--- src/rtl/sub_serial_pkg.sv ---
// Shared types and helpers for the bit-serial subtractor.
package sub_serial_pkg;

  typedef enum logic [1:0] {
    IDLE = 2'd0,
    SUB  = 2'd1,
    DONE = 2'd2
  } state_e;

  localparam int unsigned MIN_WIDTH = 2;

  // Borrow-out of one full-subtractor bit: x - y - bin.
  function automatic logic borrow_out(input logic x, input logic y, input logic bin);
    return (~x & y) | (~(x ^ y) & bin);
  endfunction

endpackage

--- src/rtl/sub_serial_if.sv ---
// Start/done handshake and operand/result bus of the serial subtractor.
interface sub_serial_if #(
  parameter int unsigned WIDTH = 8
);
  logic             en;
  logic [WIDTH-1:0] a;
  logic [WIDTH-1:0] b;
  logic [WIDTH-1:0] out;
  logic             borrow;
  logic             busy;
  logic             done;

  modport master (output en, a, b, input out, borrow, busy, done);
  modport slave  (input en, a, b, output out, borrow, busy, done);
endinterface

--- src/rtl/sub_serial_full_sub_cell.sv ---
// Combinational 1-bit full subtractor: d = x - y - bin, with borrow-out.
module full_sub_cell
  import sub_serial_pkg::*;
(
  input  logic x,
  input  logic y,
  input  logic bin,
  output logic d,
  output logic bout
);
  assign d    = x ^ y ^ bin;
  assign bout = borrow_out(x, y, bin);
endmodule

--- src/rtl/sub_serial.sv ---
// Bit-serial subtractor, out = a - b, LSB first, one bit per clock.
// Build option SUB_SERIAL_SAT_EN: saturate the result at zero on underflow.
module sub_serial
  import sub_serial_pkg::*;
#(
  parameter int unsigned WIDTH = 8,
  parameter int unsigned CNT_W = $clog2(WIDTH)
) (
  input  logic       clk,
  input  logic       rst,
  sub_serial_if.slave bus
);
  if (WIDTH < MIN_WIDTH) begin : g_width_check
    $error("sub_serial: WIDTH must be >= %0d", MIN_WIDTH);
  end

  localparam logic [CNT_W-1:0] LAST = CNT_W'(WIDTH - 1);

  state_e           state_q, state_d;
  logic [WIDTH-1:0] a_q, a_d, b_q, b_d, out_q, out_d;
  logic             borrow_q, borrow_d;
  logic [CNT_W-1:0] cnt_q, cnt_d;
  logic             busy_q, done_q;
  logic             cell_d, cell_bout;

  full_sub_cell u_cell (
    .x   (a_q[0]),
    .y   (b_q[0]),
    .bin (borrow_q),
    .d   (cell_d),
    .bout(cell_bout)
  );

  always_comb begin
    state_d  = state_q;
    a_d      = a_q;
    b_d      = b_q;
    out_d    = out_q;
    borrow_d = borrow_q;
    cnt_d    = cnt_q;
    case (state_q)
      IDLE: begin
        if (bus.en) begin
          a_d      = bus.a;
          b_d      = bus.b;
          out_d    = '0;
          borrow_d = 1'b0;
          cnt_d    = '0;
          state_d  = SUB;
        end
      end
      SUB: begin
        borrow_d = cell_bout;
        out_d    = {cell_d, out_q[WIDTH-1:1]};
        a_d      = a_q >> 1;
        b_d      = b_q >> 1;
        cnt_d    = cnt_q + CNT_W'(1);
        if (cnt_q == LAST) begin
          state_d = DONE;
`ifdef SUB_SERIAL_SAT_EN
          if (cell_bout) out_d = '0;
`endif
        end
      end
      DONE: begin
        if (!bus.en) state_d = IDLE;
      end
      default: state_d = IDLE;
    endcase
  end

  // busy/done are decoded from the next state so they align with state_q.
  always_ff @(posedge clk or posedge rst) begin
    if (rst) begin
      state_q  <= IDLE;
      a_q      <= '0;
      b_q      <= '0;
      out_q    <= '0;
      borrow_q <= 1'b0;
      cnt_q    <= '0;
      busy_q   <= 1'b0;
      done_q   <= 1'b0;
    end else begin
      state_q  <= state_d;
      a_q      <= a_d;
      b_q      <= b_d;
      out_q    <= out_d;
      borrow_q <= borrow_d;
      cnt_q    <= cnt_d;
      busy_q   <= (state_d == SUB);
      done_q   <= (state_d == DONE);
    end
  end

  assign bus.out    = out_q;
  assign bus.borrow = borrow_q;
  assign bus.busy   = busy_q;
  assign bus.done   = done_q;

endmodule
--- src/flat_wrapper.sv ---
// flat-port wrapper written by rule: the top's interface ports become plain ports
module sub_serial_flat import sub_serial_pkg::*;
#(
  parameter int unsigned WIDTH = 8,
  parameter int unsigned CNT_W = $clog2(WIDTH)
)
  (clk, rst, bus_en, bus_a, bus_b, bus_out, bus_borrow, bus_busy, bus_done);
  sub_serial_if #(.WIDTH(WIDTH)) bus_i ();
  input  logic clk;
  input  logic rst;
  input wire logic [$bits(bus_i.en)-1:0] bus_en;
  input wire logic [$bits(bus_i.a)-1:0] bus_a;
  input wire logic [$bits(bus_i.b)-1:0] bus_b;
  output wire logic [$bits(bus_i.out)-1:0] bus_out;
  output wire logic [$bits(bus_i.borrow)-1:0] bus_borrow;
  output wire logic [$bits(bus_i.busy)-1:0] bus_busy;
  output wire logic [$bits(bus_i.done)-1:0] bus_done;
  assign bus_i.en = bus_en;
  assign bus_i.a = bus_a;
  assign bus_i.b = bus_b;
  assign bus_out = bus_i.out;
  assign bus_borrow = bus_i.borrow;
  assign bus_busy = bus_i.busy;
  assign bus_done = bus_i.done;
  sub_serial #(.WIDTH(WIDTH), .CNT_W(CNT_W)) u_core (.clk(clk), .rst(rst), .bus(bus_i));
endmodule
--- config.mk ---
export PLATFORM = sky130hd
export DESIGN_NAME = sub_serial_flat
export DESIGN_NICKNAME = d
export VERILOG_FILES = /design/src/rtl/sub_serial_pkg.sv /design/src/rtl/sub_serial_if.sv /design/src/rtl/sub_serial_full_sub_cell.sv /design/src/rtl/sub_serial.sv /design/src/flat_wrapper.sv
export SDC_FILE = /design/constraint.sdc
export NUM_CORES = 1
export LEC_CHECK = 0
export CELL_PAD_IN_SITES_DETAIL_PLACEMENT = 0
export CELL_PAD_IN_SITES_GLOBAL_PLACEMENT = 1
export CORE_MARGIN = 2
export CORE_UTILIZATION = 25
export DETAILED_ROUTE_END_ITERATION = 12
export PLACE_DENSITY_LB_ADDON = 0.1
export SLEW_MARGIN = 20
export SYNTH_ARGS = -nofsm -noshare
export SYNTH_HDL_FRONTEND = slang
export SYNTH_HIERARCHICAL = 1
export SYNTH_SLANG_ARGS = --single-unit
export TNS_END_PERCENT = 20
--- constraint.sdc ---
create_clock -name clk -period 1.4 [get_ports clk]
set_input_delay 0.14 -clock clk [delete_from_list [all_inputs] [get_ports clk]]
set_output_delay 0.14 -clock clk [all_outputs]
set_load 0.01 [all_outputs]
======== Word-level counts from Yosys, hierarchy flattened ========
Cells that the tools add are included.
word-level totals
  register bits after elaboration ......... 32
  input port bits ......................... 19
  output and inout bits ................... 11
operators by class
  add/sub/neg operators ................... 1
  equality and inequality tests ........... 6
  muxes and demuxes ....................... 14
  bitwise gates (word level) .............. 7
  reduce and logical (&&, ||, !) cells .... 3
operator list
  kind                                                  number
  case mux 8 bit (2 select lines)                       3
  2-to-1 mux 8 bit                                      3
  2-to-1 mux 2 bit                                      3
  case mux 2 bit (3 select lines)                       1
  case mux 3 bit (2 select lines)                       1
  equality test 2 x 1 -> 1 bit (second input constant)  2
  equality test 2 bit (second input constant)           2
  adder 3 x 1 -> 3 bit (second input constant)          1
  equality test 3 bit (second input constant)           1
  2-to-1 mux 3 bit                                      1
  bitwise AND 1 bit                                     2
  zero test 2 bit                                       1
  != test 2 bit (second input constant)                 1
  NOT 1 bit                                             2
  case mux 1 bit (2 select lines)                       1
  AND reduction 2 bit                                   1
  nonzero test 2 bit                                    1
  bitwise XOR 1 bit                                     2
  2-to-1 mux 1 bit                                      1
  bitwise OR 1 bit                                      1

======== Depth between registers and ports, before layout ========
  word-level depth ........................ 5
  mapped depth ............................ 6
  gate-level depth less buffers ........... 4

======== Modules after synthesis ========
Netlist, hierarchy kept.
by module, submodules not included
  module         instances  cells an instance  area each (sq um)
  sub_serial     1          126                1,446.4
  full_sub_cell  1          4                  31.3

======== Worst setup path before layout ========
OpenSTA, ideal clock, no wires.
  kind .................................... register to register
  from .................................... reg u_core.state_q[0]
  to ...................................... reg u_core.borrow_q, in the netlist u_core/bus.borrow
  arrival ................................. 1,156 ps
  path slack .............................. 123 ps
  stages on the path, launching flop included .. 6
  path buffers ............................ 3
  clock period less this slack ............ 1,277 ps
  cell sequence ........................... dfrtp_1 > buf_4 > nor2b_1 > buf_2 > buf_2 > a22o_1
on the way
  longest elaborated chain between the ends .. 3
  elaborated cells between the ends (all ways) .. 6
  those cells by class .................... eq/ne: 2; mux: 1; reduce/logical: 3
ends and longest elaborated chain
  item                                                                    line              text
  from (decl)                                                             sub_serial.sv:19  state_e state_q, state_d;
  from (signal assigned)                                                  sub_serial.sv:84  state_q <= state_d;
  equality test 2 x 1 -> 1 bit / zero test 2 bit (equally long branches)  sub_serial.sv:41  case (state_q)
  nonzero test 2 bit (no line) / != test 2 bit (equally long branches)    n/a
  AND reduction 2 bit (no line)                                           n/a
  to (signal assigned)                                                    sub_serial.sv:88  borrow_q <= borrow_d;
  to (decl)                                                               sub_serial.sv:21  logic borrow_q, borrow_d;
Several ways; a longest one is shown, not always the timed one.
A chain may end at the register's enable or synchronous reset.

======== Final worst setup path ========
  from .................................... reg u_core.out_q[4], in the netlist u_core/bus.out[4]
  to ...................................... out bus_out[4]
RTL lines
  item                    line                text
  from (decl)             sub_serial.sv:20    logic [WIDTH-1:0] a_q, a_d, b_q, b_d, out_q, out_d;
  from (signal assigned)  sub_serial.sv:87    out_q <= out_d;
  to (decl)               flat_wrapper.sv:14  output wire logic [$bits(bus_i.out)-1:0] bus_out;
No word-level cell between the ends.

==> qor.txt <==
final setup fails -> 0
CTS tree -> built
Worst Path Arrival -> 1.20 ns
Initial DRC Count -> 55
Placed Cells incl. Taps -> 238
Worst Setup SP -> u_core/bus.out[4]
Post-Syn Instances -> 130
clock-pin transition on the worst setup and hold timing paths -> 0.07 ns
DP HPWL -> 2550 microns
crit end category -> output pin
number of library cell types mapped by synthesis -> 27
Worst path max stage delay -> 0.55 ns
antenna viol nets, final -> 0
Internal -> 2.91 mW
class of the worst hold path -> primary input to async pin
H-tree levels -> 2
cells along the critical path -> clkdlybuf4s50_1
Worst setup SP type -> flop
combinational power share -> 40.6%
leading area contributor after synthesis -> dfrtp_1
CP max-delay cell -> clkdlybuf4s50_1
Async SR Flop Fraction -> 100%
Synth warnings -> 6
TritonCTS buffer count -> 5
Die H -> 80.9 microns
Mapped Nets -> 152
Stages on worst setup path -> 1
run status -> finished, final reports clean
clk_skew -> 0.00765 ns
FF-to-FF End -> u_core/b_q[4]
Wirelength per Cell -> 14.4 microns
mean area per synthesized cell -> 11.4 sq um
Worst R2R Setup Slack -> 0.11 ns
Die W -> 80.9 microns
Worst-Skew Late Latency -> 0.28 ns
Peak VDD IR -> 0.584 mV
RSZ-0062 raised after global routing -> false
Clk pwr share -> 22.4%
CTS max path bufs -> 2
starting density of the core -> 25.4%
WS Path Type -> flop to output pin
EDFF count, synth -> 0
die area -> 0.00654 sq mm
Layout Cells excl Fill -> 246
Sink Count -> 32
CP endpoint -> bus_out[4]
Syn Std Cell Area -> 0.00148 sq mm
layout cells sized above 1 -> 17.0%
sw power -> 1.40 mW
CP bufs+invs -> 1
DR vias/cell -> 4.67
Initial DRT Pass Iterations -> 4
Routed Wire Length -> 3530 microns
IO Count -> 30
Area after DPL -> 0.00192 sq mm
initial antenna violation count -> 0
Worst slew margin -> 77.4%
Synth area leaders -> dfrtp_1, a22o_1, a21oi_1
setup repair bufs after CTS -> 0
Core Box Area -> 0.00582 sq mm
Pwr Density -> 2100 mW/mm^2
fin. max-slew vios -> 0
gr ovfl total -> 0
# nets final -> 192
most common cell in the synthesized netlist -> dfrtp_1
Slew @ Worst Pin -> 0.335 ns
final core utilization -> 35.3%
vias in the first global route -> 1139
Synth top area share -> 54.2%
GPL Wtd Cong -> 0.731
Antenna diodes -> 0
launching point of the worst reg2reg path -> u_core/state_q[0]
FP Rows -> 28
register area share after synthesis -> 54.2%
Sequential Power Share -> 37.0%
Yosys reg bits -> 32
max-cap violations -> 0
largest fanout on the critical path -> 3
switching portion of total power -> 32.5%
Layout area overhead -> 38.9%
r2r worst-path depth -> 4
Period minus WS final -> 1.34 ns
clk root buf -> clkbuf_8
Hold Vio Cnt, Final -> 0
hold slack -> 0.202 ns
period utilization -> 95.7%
Synth Flop Type -> dfrtp_1
post-route cell area -> 0.00205 sq mm
Worst EP required -> 1.26 ns
port bufs -> 29
post-route DRC violation count -> 0
largest net degree at the start of global routing -> 33
Lkg Pwr -> 0.904 nW
Commonest cells post-synth -> dfrtp_1, a21oi_1, a22o_1, inv_1, nand2_1
DR vias -> 1149
gr usage total -> 11.9%
fmax -> 0.746 GHz
hold buffers post-CTS -> 0
first-pass GRT wire length -> 5790 microns
CP delay by family, top -> buffers and inverters
==> kinds of logic after synthesis <==
family | synth area share (%)
AO/OA/AOI/OAI | 20.7
flip-flops | 54.2
AND/OR/NAND/NOR | 14.0
buffers and inverters | 7.37
adder cells (fa/ha/maj) | 3.05
multiplexers | 0.762
==> through the flow <==
stage / setup TNS, ns / worst slack, ns / power, mW
2_1_floorplan: 0 / 0.123 / 2.68
3_3_place_gp: -1.26 / -0.0754 / 3.34
5_1_grt: 0 / 0.00360 / 4.67
6_report: 0 / 0.0604 / 4.32
4_1_cts: 0 / 0.0140 / 4.38
3_5_place_dp: -1.85 / -0.119 / 3.40
==> area by class of cell <==
class | instances | area (sq um)
Fill cell | 604 | 3760
Clock inverter | 1 | 30.0
Tap cell | 75 | 93.8
Timing Repair Buffer | 44 | 418
Sequential cell | 32 | 802
Multi-Input combinational cell | 76 | 571
Inverter | 11 | 41.3
Clock buffer | 7 | 96.3
==> repair_timing <==
| item | 4_1_cts | 5_1_grt |
|---|---|---|
| endpoints found under the hold margin | 0 | 0 |
| resized for setup | 0 | 3 |
| setup endpoints to repair | 0 | 19 |
==> layout by cell type, fill, tap and decap left out, types with 4 or more instances in the layout <==
cell type / instances
a22oi_1: 5
nand2_1: 8
nor3b_1: 4
buf_4: 14
nor4bb_1: 5
a22o_1: 11
o21ai_0: 4
nor4b_1: 4
o22a_1: 5
clkdlybuf4s50_1: 28
clkbuf_8: 7
a21oi_1: 12
dfrtp_1: 31
inv_1: 11
==> metal layers <==
layer	GRT usage, %	routed length [microns]
met1	15.6	1610
met2	18.9	1710
met3	2.78	162
met4	5.08	46
met5	0	0
==> flip-flops by register name, summed over array words and instances (netlist names) <==
signal	count
u_core/bus.busy	1
u_core/state_q	2
u_core/cnt_q	3
u_core/bus.done	1
u_core/a_q	8
u_core/bus.out	8
u_core/bus.borrow	1
u_core/b_q	8
==> power by group through the flow <==
stage                     Clock (mW)  Combinational (mW)  Sequential [mW]
final                          0.967                1.75             1.60
after floorplan                    0                1.09             1.59
after detailed placement           0                1.79             1.61
after global routing            1.06                1.96             1.65
after global placement             0                1.73             1.61
after CTS                      0.995                1.78             1.60
==> worst min-delay path by stage <==
| stage | end | cells past startpoint | slack, ns | from |
|---|---|---|---|---|
| floorplan | u_core/a_q[0] | 1 | 0.26 | rst |
| global placement | u_core/a_q[6] | 2 | 0.47 | u_core/a_q[7] |
| detailed placement | u_core/a_q[6] | 2 | 0.47 | u_core/a_q[7] |
| CTS | u_core/b_q[5] | 3 | 0.21 | rst |
| global route | u_core/bus.out[5] | 3 | 0.22 | rst |
| finish | u_core/bus.done | 3 | 0.20 | rst |
Note: power is estimated with default switching activity, not from simulation.
